## src/rtl/sync_fifo_flagged.sv

```systemverilog
// Single-clock FIFO with a registered read port, occupancy count,
// programmable almost-full/almost-empty thresholds and sticky error flags.
module sync_fifo_flagged #(
  parameter int DATA_WIDTH    = 8,
  parameter int ADDR_WIDTH    = 4,
  parameter int AFULL_THRESH  = 12,
  parameter int AEMPTY_THRESH = 2
) (
  input  logic                  clk,
  input  logic                  rst_n,
  input  logic                  wr_en,
  input  logic [DATA_WIDTH-1:0] wr_data,
  input  logic                  rd_en,
  output logic [DATA_WIDTH-1:0] rd_data,
  output logic                  rd_valid,
  output logic                  full,
  output logic                  empty,
  output logic                  almost_full,
  output logic                  almost_empty,
  output logic [ADDR_WIDTH:0]   count,
  output logic                  overflow,
  output logic                  underflow,
  input  logic                  err_clr
);

  localparam int DEPTH = 2 ** ADDR_WIDTH;
  localparam logic [ADDR_WIDTH:0] AFULL_LVL  = AFULL_THRESH[ADDR_WIDTH:0];
  localparam logic [ADDR_WIDTH:0] AEMPTY_LVL = AEMPTY_THRESH[ADDR_WIDTH:0];

  generate
    if (AFULL_THRESH < 1 || AFULL_THRESH > DEPTH) begin : g_bad_afull
      $error("sync_fifo_flagged: AFULL_THRESH out of range 1..DEPTH");
    end
    if (AEMPTY_THRESH < 0 || AEMPTY_THRESH > DEPTH - 1) begin : g_bad_aempty
      $error("sync_fifo_flagged: AEMPTY_THRESH out of range 0..DEPTH-1");
    end
  endgenerate

  logic [DATA_WIDTH-1:0] mem [DEPTH];
  logic [ADDR_WIDTH:0]   wr_ptr;
  logic [ADDR_WIDTH:0]   rd_ptr;
  logic                  wr_accept;
  logic                  rd_accept;

  // Pointers carry an extra wrap bit so full and empty are distinguishable.
  assign full  = (wr_ptr[ADDR_WIDTH] != rd_ptr[ADDR_WIDTH]) &&
                 (wr_ptr[ADDR_WIDTH-1:0] == rd_ptr[ADDR_WIDTH-1:0]);
  assign empty = (wr_ptr == rd_ptr);

  assign almost_full  = (count >= AFULL_LVL);
  assign almost_empty = (count <= AEMPTY_LVL);

  assign wr_accept = wr_en && !full;
  assign rd_accept = rd_en && !empty;

  // Storage is deliberately left out of reset.
  always_ff @(posedge clk) begin
    if (wr_accept) begin
      mem[wr_ptr[ADDR_WIDTH-1:0]] <= wr_data;
    end
  end

  always_ff @(posedge clk or negedge rst_n) begin
    if (!rst_n) begin
      wr_ptr   <= '0;
      rd_ptr   <= '0;
      count    <= '0;
      rd_data  <= '0;
      rd_valid <= 1'b0;
    end else begin
      rd_valid <= rd_accept;
      if (wr_accept) begin
        wr_ptr <= wr_ptr + 1'b1;
      end
      if (rd_accept) begin
        rd_ptr  <= rd_ptr + 1'b1;
        rd_data <= mem[rd_ptr[ADDR_WIDTH-1:0]];
      end
      case ({wr_accept, rd_accept})
        2'b10:   count <= count + 1'b1;
        2'b01:   count <= count - 1'b1;
        default: count <= count;
      endcase
    end
  end

  // A new error in the same cycle as err_clr takes priority over the clear.
  always_ff @(posedge clk or negedge rst_n) begin
    if (!rst_n) begin
      overflow  <= 1'b0;
      underflow <= 1'b0;
    end else begin
      if (wr_en && full) begin
        overflow <= 1'b1;
      end else if (err_clr) begin
        overflow <= 1'b0;
      end
      if (rd_en && empty) begin
        underflow <= 1'b1;
      end else if (err_clr) begin
        underflow <= 1'b0;
      end
    end
  end

endmodule

```

## config.mk

```make
export PLATFORM = sky130hd
export DESIGN_NAME = sync_fifo_flagged
export DESIGN_NICKNAME = d
export VERILOG_FILES = /design/src/rtl/sync_fifo_flagged.sv
export SDC_FILE = /design/constraint.sdc
export NUM_CORES = 1
export LEC_CHECK = 0
export BUFFER_PORTS_ARGS = -buffer_cell sky130_fd_sc_hd__buf_2
export CORE_AREA = 2 2 114 116
export DETAILED_ROUTE_END_ITERATION = 8
export DIE_AREA = 0 0 116 118
export PLACE_DENSITY = 0.69
export SLEW_MARGIN = 20
export SYNTH_ARGS = -nofsm -noshare
export SYNTH_HDL_FRONTEND = slang
export SYNTH_SLANG_ARGS = --single-unit
```

## constraint.sdc

```tcl
create_clock -name clk -period 7.74 [get_ports clk]
set_clock_uncertainty 0.15 [all_clocks]
set_input_delay 0.387 -clock clk [delete_from_list [all_inputs] [get_ports clk]]
set_output_delay 0.387 -clock clk [all_outputs]
set_load 0.02 [all_outputs]
```

# Word-level counts from Yosys, hierarchy flattened
# Memory sizes are Yosys's and may differ from the RTL's. A register that Yosys moved wholly into a read port is not among the register bits.
# Cells that the tools add are included.
dict set report totals {
  ff_bits 18
  ramBits 128
  input_bits 13
  elab_cells 35
  n_memories 1
}
# memory depth width read_ports rd_clocked_by_memory_dff wr line
set mem_list {}
lappend mem_list {mem 16 8 1 1 1 39} ;# logic [DATA_WIDTH-1:0] mem [DEPTH];
dict set report op_classes {
  addsub 4
  n_lt_le_gt_ge 2
  eq_ne 5
  mux 6
  reduce_logical 11
}
# op n
set ops {}
lappend ops {{5-bit by 1-bit adder with 5-bit output, second input constant} 3}
lappend ops {{5-bit case mux with 2 select lines} 1}
lappend ops {{2-bit nonzero test} 3}
lappend ops {{5-bit equality test} 1}
lappend ops {{5-bit by 4-bit greater-or-equal comparator with 1-bit output, second input constant} 1}
lappend ops {{5-bit by 2-bit <= comparator with 1-bit output, second input constant} 1}
lappend ops {{1-bit logical AND} 5}
lappend ops {{1-bit two-way mux} 5}
lappend ops {{5-bit by 1-bit subtractor with 5-bit output, second input constant} 1}
lappend ops {{4-bit equality test} 1}
lappend ops {{1-bit logical NOT} 3}
lappend ops {{2-bit by 1-bit equality test with 1-bit output, second input constant} 1}
lappend ops {{2-bit equality test, second input constant} 1}
lappend ops {{1-bit != test} 1}

# Longest topological paths before layout
# Gate-level depths: netlist of run 1.
dict set report logic_depth {
  ltp_word 6
  ltp_mapped 13
  depth_no_buf 11
}

# Worst setup path after synthesis of run 1
# No wires, ideal clock.
dict set report synth_timing {
  path_kind {register to register}
  from {register rd_ptr[1]}
  to {register count[4]}
  setup_ns 0.132
  t_arrival_ns 2.676
  required_time_ns 7.458
  setup_slack_ns 4.782
  stages_incl_launch_ff 13
  path_cell_list {dfrtp_1 buf_6 xor2_2 nor4_4 a21boi_2 buf_2 ha_1 fa_1 a21o_1 a21oi_1 xor2_1 nor2_1 xor2_1}
}
# item line
set synth_rtl {}
lappend synth_rtl {{start, declared} 41} ;# logic [ADDR_WIDTH:0] rd_ptr;
lappend synth_rtl {{start signal, assigned} 76} ;# rd_ptr <= rd_ptr + 1'b1;
lappend synth_rtl {{5-bit equality test *} 48} ;# assign empty = (wr_ptr == rd_ptr);
lappend synth_rtl {{1-bit logical NOT *} 54} ;# assign rd_accept = rd_en && !empty;
lappend synth_rtl {{1-bit logical AND *} 54}
lappend synth_rtl {{via rd_accept} 43} ;# logic rd_accept;
lappend synth_rtl {{2-bit by 1-bit equality test with 1-bit output or 2-bit equality test (tied branches)} 79} ;# case ({wr_accept, rd_accept})
lappend synth_rtl {{5-bit case mux with 2 select lines or 2-bit nonzero test (tied branches)} -}
lappend synth_rtl {{end signal, assigned} 80} ;# 2'b10: count <= count + 1'b1;
lappend synth_rtl {{end signal, assigned} 81} ;# 2'b01: count <= count - 1'b1;
lappend synth_rtl {{end signal, assigned} 82} ;# default: count <= count;
lappend synth_rtl {{end, declared} 20} ;# output logic [ADDR_WIDTH:0] count,
# The timed path passes the listed nets; every way through them passes the cells marked *.
# A chain may end at the register's enable or synchronous reset.

# Worst setup path after layout of run 1
dict set report layout_timing {
  from {register rd_ptr[2]}
  to {register count[4]}
}
dict set report layout_via {
  elab_chain_cells 6
}
# item line
set layout_rtl {}
lappend layout_rtl {{4-bit equality test} 47} ;# (wr_ptr[ADDR_WIDTH-1:0] == rd_ptr[ADDR_WIDTH-1:0]);
lappend layout_rtl {{1-bit logical AND} 46} ;# assign full = (wr_ptr[ADDR_WIDTH] != rd_ptr[ADDR_WIDTH]) &&
lappend layout_rtl {{1-bit logical NOT} 53} ;# assign wr_accept = wr_en && !full;
lappend layout_rtl {{1-bit logical AND} 53}
lappend layout_rtl {{2-bit by 1-bit equality test with 1-bit output or 2-bit equality test (tied branches)} 79}
lappend layout_rtl {{5-bit case mux with 2 select lines or 2-bit nonzero test (tied branches)} -}
# Several ways; a longest one is shown, not always the timed one.

==> results of run 1 <==
[kinds of logic after synthesis]
kind of cell	synth area share
flip-flops	0.706
AO/OA/AOI/OAI	0.0464
adder cells (fa/ha/maj)	0.0208
XOR/XNOR	0.0259
buffers and inverters	0.0267
AND/OR/NAND/NOR	0.0540
multiplexers	0.120
[registers in the layout, summed over array words and instances (netlist names)]
signal	flops
rd_ptr	5
rd_valid	1
mem	128
count	5
underflow	1
overflow	1
wr_ptr	5
rd_data	8
[final cells by class]
cell class	instances	area, µm²
fill	944	5170
sequential	154	4500
multi-input combinational	175	1710
clock buffer	17	425
tap	172	215
timing repair buffer	36	195
clock inverter	15	176
inverter	6	22.5
[per-layer routing]
layer	part of all wire	up-vias	routed length [µm]
met2	0.49	98	5860
met5	0	-	0
met4	0.014	0	168
met1	0.44	1650	5300
li1	-	1463	-
met3	0.053	15	633
[worst min-delay path, stage by stage]
cell	delay (ps)
buf_2	110
nand2_1	40
o21ai_0	50
[cells in the final DEF, fill, tap and decap left out]
cell           netlist  final
ha_1                 9      9
and3_1              15     15
clkinvlp_4           0      4
buf_4                3      2
nand2b_1             1      1
dfrtp_1             26     25
dfrtp_2              0      1
clkinv_1             0      2
and2_1               3      3
mux4_2              15     15
nand2_1              7      7
a21boi_2             1      2
o21ai_0              5      5
fa_1                 1      1
nor2_1              11     11
a211oi_1             8      8
a21o_1               3      3
buf_2                7     32
nor4_4               1      1
edfxtp_1           128    128
mux2_2              10     10
clkinv_4             0      4
clkinv_2             0      1
clkbuf_16            0     17
nand4_1              3      3
a2111oi_0            9      9
inv_1                6      6
nor3_2               0      1
mux2i_1              8      8
nor2b_1             18     18
mux4_1               9      9
xor2_2               1      1
a21oi_1             18     18
inv_6                0      1
bufinv_16            0      3
xnor2_1              8      8
xor2_1               9      9
dlygate4sd3_1        0      2
[power breakdown]
part	leakage, nW	total (mW)	switching (mW)	internal, mW
combinational	0.844	0.852	0.487	0.365
sequential	1.46	1.15	0.107	1.04
clock	0.281	0.830	0.324	0.506
total	2.59	2.83	0.918	1.91
[worst max path at each step]
stage | end | slack [ps] | cells after the start
final | count[4]$_DFFE_PN0P_ | 3990 | 11
after global routing | count[4]$_DFFE_PN0P_ | 3690 | 11
after CTS | count[4]$_DFFE_PN0P_ | 3680 | 12
after detailed placement | count[4]$_DFFE_PN0P_ | 3700 | 12
after global placement | count[4]$_DFFE_PN0P_ | 3860 | 12
after floorplan | count[4]$_DFFE_PN0P_ | 4780 | 12
[through the flow]
step	area (µm²)	setup slack [ps]
after floorplan	6370	4780
after global placement	6610	3860
after detailed placement	6620	3700
after CTS	7240	3680
after global routing	7240	3690
final	7240	3990
==> key figures, run 1 <==
Setup path
  • Most frequent CP cell: xor2_1
  • Crit. Startpoint: rd_ptr[2]$_DFFE_PN0P_
  • Startpoint Class: flip-flop
  • CP Class: reg -> reg
  • Critical path required time: 7900 ps
  • Reg2Reg Depth: 11
  • Max FO, Critical Path: 52
  • CP arrival: 3910 ps
  • CP Capture Type: flip-flop
  • Reg2reg setup slack: 3990 ps
  • CP max-delay cell: a21boi_2
  • RR Endpoint: count[4]$_DFFE_PN0P_
  • Reg2reg start: rd_ptr[2]$_DFFE_PN0P_
  • Bufs and invs on worst path: 1
  • Max incr delay on CP: 730 ps
  • Crit-path cells: buf_4 > xor2_1 > nor4_4 > a21boi_2 > ha_1 > ha_1 > a21o_1 > a21oi_1 > xor2_1 > nor2_1 > xor2_1
  • CP delay by family, top: compound AO/OA/AOI/OAI gates

Place
  • Post-DP HPWL: 7520 µm
  • GP Congestion: 0.851
  • Placed cells: 541
  • Number of port buffers: 32

GRT
  • Grt total ovfl: 0
  • GRT Overall Usage: 0.192
  • Initial antenna violation count: 0
  • Largest net degree at the start of global routing: 53
  • Grt peak-use layer: met2
  • First-pass GRT wire length: 18800 µm
  • Vias in the first global route: 3190
  • Met1 usage: 0.279
  • Grt met2 use: 0.282
  • M3 GR Usage: 0.0433

Floorplanning
  • Initial Utilization: 0.513
  • Die width: 116 µm
  • Core region area: 12400 µm²
  • Ports: 33
  • Rows: 41
  • Die footprint: 13700 µm²
  • Die height: 118 µm

Clocking
  • Post-CTS setup buffers: 0
  • Clk slew on worst S/H paths: 60 ps
  • TritonCTS buffer count: 17
  • CTS tree: built
  • Count of cells resized by post-cts repair: 0
  • CTS HTree Levels: 4
  • Worst-skew pair later-pin latency: 420 ps
  • CTS Root Cell: clkbuf_16
  • Clk sink count: 154
  • Max Root-Sink Buffers: 2
  • Post-CTS Hold Buffers: 2

Logic synthesis
  • Synth cell types: 34
  • Synth area leaders: edfxtp_1 60%, dfrtp_1 10%, mux4_2 5.3%, mux4_1 3.7%, ha_1 1.8%
  • Yosys Warn Count: 0
  • EDFF count, synth: 128
  • Most frequent cells after synthesis: 128 x edfxtp_1, 26 x dfrtp_1, 18 x a21oi_1, 18 x nor2b_1
  • Post-Syn Area: 6370 µm²
  • Avg Inst Size Synth: 17.9 µm²
  • Main synth FF type: edfxtp_1
  • Sequential element share of the synthesized area: 0.706
  • Yosys reg bits: 154
  • Synth area leader: edfxtp_1
  • Async SR Flop Fraction: 0.169
  • Most common cell in the synthesized netlist: edfxtp_1
  • Post-synth top area share: 0.604
  • Mapped Nets: 379
  • Syn Inst Count: 356

Timing
  • Slew @ Worst Pin: 949 ps
  • Worst slew margin: 0.364
  • Final Hold Viols: 0
  • Fraction of the cycle the final worst path needs: 0.485
  • Final setup viols: 0
  • RSZ-0062 raised after global routing: no
  • Crit path time final: 3750 ps
  • Final slew viol count: 0
  • F_max: 266 MHz
  • WHS: 50.3 ps
  • Setup TNS: 0 ps

Detailed routing
  • DRC viols: 0
  • Antenna Nets Post-Route: 0
  • First DRT Iteration DRCs: 216
  • First-pass DRT Iterations: 5
  • Avg WL per Cell: 20.8 µm
  • Vias per cell: 5.61
  • Via count: 3226
  • Routed wire length: 12000 µm

Hold path
  • Worst hold path class: in -> reg
  • Hold Path Origin: rd_en
  • Hold Crit Depth: 3
  • Hold EP: underflow$_DFFE_PN0P_

Power
  • Power density cells: 390 nW/µm²
  • Worst vdd ir: 0.000175 V
  • Leakage power figure: 2.59 nW
  • Overall power: 2.83 mW

Outcome
  • Status: finished clean

Finish
  • Layout cells sized above 1: 0.236
  • Antenna cells: 0
  • Post-route non-filler standard cell count: 575
  • Layout Nets: 413
  • Post-layout util: 0.583
  • Layout area overhead: 13.7%

Job
  • Max-Cap Viols: 0
Power figures use the tool's default switching activity.
==> run 2, diff against run 1 <==
--- a/config.mk
+++ b/config.mk
@@ -5,11 +5,12 @@
 export SDC_FILE = /design/constraint.sdc
 export NUM_CORES = 1
 export LEC_CHECK = 0
+export ABC_AREA = 1
 export BUFFER_PORTS_ARGS = -buffer_cell sky130_fd_sc_hd__buf_2
-export CORE_AREA = 2 2 114 116
+export CORE_AREA = 2 2 120 122
 export DETAILED_ROUTE_END_ITERATION = 8
-export DIE_AREA = 0 0 116 118
-export PLACE_DENSITY = 0.69
+export DIE_AREA = 0 0 122 124
+export PLACE_DENSITY = 0.68
 export SLEW_MARGIN = 20
 export SYNTH_ARGS = -nofsm -noshare
 export SYNTH_HDL_FRONTEND = slang
==> constraint.sdc (replaced) <==
create_clock -name clk -period 3.8 [get_ports clk]
set_clock_uncertainty 0.15 [all_clocks]
set_input_delay 0.19 -clock clk [delete_from_list [all_inputs] [get_ports clk]]
set_output_delay 0.19 -clock clk [all_outputs]
set_load 0.02 [all_outputs]
==> run 2 against run 1 <==
Against the previous run: final cell count is 68% higher; worst setup slack worse by 3200 ps; critical path depth is 2 higher; largest power group unchanged; via count is 50% higher; sequential power is 98% higher; hold slack worse by 7.4 ps; sequential cell count stayed put.
==> key figures, run 2 <==
Timing
  • Final setup viols: 0 (unchanged)
  • Worst slew margin: 0.282 (-0.0822)
  • F_max: 330 MHz (+24%)
  • Slew @ Worst Pin: 1070 ps (+121 ps)
  • Final slew viol count: 0 (unchanged)
  • Final Hold Viols: 0 (unchanged)
  • WHS: 42.9 ps (-7.43 ps)
  • Setup TNS: 0 ps (unchanged)
  • Fraction of the cycle the final worst path needs: 0.796 (+0.312)
  • RSZ-0062 raised after global routing: no
  • Crit path time final: 3030 ps (-726 ps)

Clocking
  • Worst-skew pair later-pin latency: 420 ps (about the same)
  • Count of cells resized by post-cts repair: 0 (unchanged)
  • Clk sink count: 154 (unchanged)
  • CTS tree: built
  • CTS HTree Levels: 4 (unchanged)
  • CTS Root Cell: clkbuf_16
  • Max Root-Sink Buffers: 2 (unchanged)
  • TritonCTS buffer count: 17 (unchanged)
  • Clk slew on worst S/H paths: 60 ps (about the same)

Power
  • Power density cells: 764 nW/µm² (+96%)
  • Overall power: 6.15 mW (+120%)
  • Worst vdd ir: 0.000420 V (+140%)
  • Leakage power figure: 3.73 nW (+44%)

Finish
  • Antenna cells: 0 (unchanged)
  • Layout Nets: 796 (+93%)
  • Layout area overhead: 14.0%
  • Max reg flops: 128 (unchanged)
  • Final non-filler cell area: 8050 µm² (+11%)
  • Layout cells sized above 1: 0.111 (-0.125)
  • Commonest non-fill, non-tap cells in the layout: 265 x nand2_1, 132 x inv_1, 128 x edfxtp_1, 83 x nand3_1, 32 x buf_2
  • Most common cell after layout, fill and taps aside: nand2_1

Hold path
  • Hold EP: mem[6][3]$_DFFE_PP_
  • Hold Path Origin: wr_data[3]
  • Hold Crit Depth: 1 (-2)
  • Worst hold path class: in -> reg

Logic synthesis
  • Synth area leaders: edfxtp_1 54%, nand2_1 14%, dfrtp_1 9.2%, inv_1 7.0%, nand3_1 5.9%
  • Post-synthesis mux area share: 0 (-0.120)
  • Synth cell types: 31 (-8.8%)
  • Mapped Nets: 755 (+99%)
  • EDFF count, synth: 128 (unchanged)
  • Yosys reg bits: 154 (unchanged)
  • Most frequent cells after synthesis: 265 x nand2_1, 132 x inv_1, 128 x edfxtp_1, 83 x nand3_1, 26 x dfrtp_1
  • Most common cell in the synthesized netlist: nand2_1
  • Sequential element share of the synthesized area: 0.637 (-0.0686)
  • Largest family of logic cells by synthesized area: simple AND/OR/NAND/NOR gates
  • Main synth FF type: edfxtp_1
  • Synth Area in Compound Gates: 0.0112 (-0.0352)
  • Adder-cell area share of the yosys netlist: 0.0188 (-0.00202)
  • Avg Inst Size Synth: 9.64 µm² (-46%)
  • Post-Syn Area: 7050 µm² (+11%)
  • Synth Area in XOR/XNOR: 0.0149 (-0.0110)
  • Yosys Warn Count: 0 (unchanged)
  • Async SR Flop Fraction: 0.169 (unchanged)
  • Post-synth top area share: 0.545 (-0.0587)
  • Syn Inst Count: 732 (+110%)
  • Synth Area in Simple Gates: 0.220 (+0.166)
  • Synth area leader: edfxtp_1

Outcome
  • Status: finished clean

Setup path
  • Reg2reg setup slack: 770 ps (-3210 ps)
  • Startpoint Class: flip-flop
  • RR Endpoint: count[4]$_DFFE_PN0P_
  • CP arrival: 3240 ps (-670 ps)
  • Critical path required time: 4010 ps (-3890 ps)
  • Reg2Reg Depth: 13 (+2)
  • CP Class: reg -> reg
  • Reg2reg start: rd_ptr[2]$_DFFE_PN0P_
  • CP Capture Type: flip-flop
  • Max FO, Critical Path: 15 (-71%)

Floorplanning
  • Die footprint: 15100 µm² (+11%)
  • Die height: 124 µm (+5.1%)
  • Ports: 33 (unchanged)
  • Rows: 43 (+4.9%)
  • Core region area: 13700 µm² (+11%)
  • Die width: 122 µm (+5.2%)
  • Initial Utilization: 0.514 (+0.00118)

GRT
  • Vias in the first global route: 4522 (+42%)
  • Initial antenna violation count: 0 (unchanged)
  • Largest net degree at the start of global routing: 66 (+25%)
  • First-pass GRT wire length: 24400 µm (+30%)
  • GRT Overall Usage: 0.224 (+0.0323)
  • Grt total ovfl: 0 (unchanged)

Job
  • Max-Cap Viols: 0 (unchanged)

Place
  • GP Congestion: 0.897 (+5.4%)
  • Post-DP HPWL: 10200 µm (+36%)
  • Placed Area: 7380 µm² (+12%)
  • Number of port buffers: 32 (unchanged)

Detailed routing
  • Antenna Nets Post-Route: 0 (unchanged)
  • Vias per cell: 5.00 (-11%)
  • Routed wire length: 15500 µm (+29%)
  • Via count: 4826 (+50%)
  • DRC viols: 0 (unchanged)
  • Avg WL per Cell: 16.0 µm (-23%)
  • First-pass DRT Iterations: 5 (unchanged)
  • First DRT Iteration DRCs: 471 (+120%)
-- run 2: cell count changes in the layout (fill, tap and decap cells not counted), sizes merged, moves of 11 or more --
cell / before / now
inv: 7 / 140
nor2b: 18 / 0
nand2: 7 / 267
mux4: 24 / 0
buf: 34 / 45
a21oi: 18 / 3
nor3: 1 / 15
nand3: 0 / 84
and3: 15 / 0
-- run 2: through the flow --
step | utilization | setup WS (ps) | cells
CTS | 0.586 | 766 | 966
finish | 0.586 | 773 | 966
detailed placement | 0.538 | 764 | 930
floorplan | - | 1250 | 732
global placement | 0.538 | 878 | 930
global route | 0.586 | 592 | 966
-- run 2: layout make-up --
cell class	instances	area, µm²
Clock inverter	10	173
Multi-Input combinational cell	409	1880
Timing Repair Buffer	49	298
Clock buffer	22	444
Sequential cell	154	4500
Tap cell	180	225
Fill cell	1140	5670
Inverter	142	533
-- run 2: cell families (layout without fill, tap and decap cells) --
group	Yosys count	after routing
AO/OA/AOI/OAI	13	13
XOR/XNOR	12	12
adder cells (fa/ha/maj)	10	10
buffers and inverters	169	223
flip-flops	154	154
AND/OR/NAND/NOR	374	374
-- run 2: timing repair --
item	in CTS	in global routing
endpoints found under the hold margin	28	0
hold buffers	4	0
setup buffers	0	0
-- run 2: power by group --
part           internal (mW)  leakage [nW]  total [mW]  switching (mW)
logic                  0.644          1.95        2.09            1.44
registers               2.09          1.48        2.28           0.198
clock network           1.16         0.301        1.77           0.616
-- run 2: layer usage --
metal	vias up	wire, µm	GRT usage
met1	2257	6530	0.304
met4	0	296	0.0948
li1	2381	-	-
met3	20	1100	0.0485
met2	168	7560	0.352
met5	-	0	0
-- run 2: worst max-delay path, stage by stage, from the launching register on --
cell	delay [ps]
dfrtp_1	550
xor2_1	240
nor2_2	170
nand3_2	100
nand2_2	230
inv_2	160
ha_1	300
fa_1	430
a21oi_1	160
nor2_1	60
nor2_1	110
xor2_1	160
nand2_1	80
nand2_1	60
-- run 2: worst max path at each step --
stage / startpoint / endpoint / slack, ps / cells after the start
6_report: rd_ptr[2]$_DFFE_PN0P_ / count[4]$_DFFE_PN0P_ / 770 / 13
5_1_grt: rd_ptr[2]$_DFFE_PN0P_ / count[4]$_DFFE_PN0P_ / 590 / 13
4_1_cts: rd_ptr[2]$_DFFE_PN0P_ / count[4]$_DFFE_PN0P_ / 770 / 13
3_5_place_dp: rd_ptr[2]$_DFFE_PN0P_ / count[4]$_DFFE_PN0P_ / 760 / 13
3_3_place_gp: rd_ptr[2]$_DFFE_PN0P_ / count[4]$_DFFE_PN0P_ / 880 / 13
2_1_floorplan: wr_ptr[2]$_DFFE_PN0P_ / count[4]$_DFFE_PN0P_ / 1250 / 15
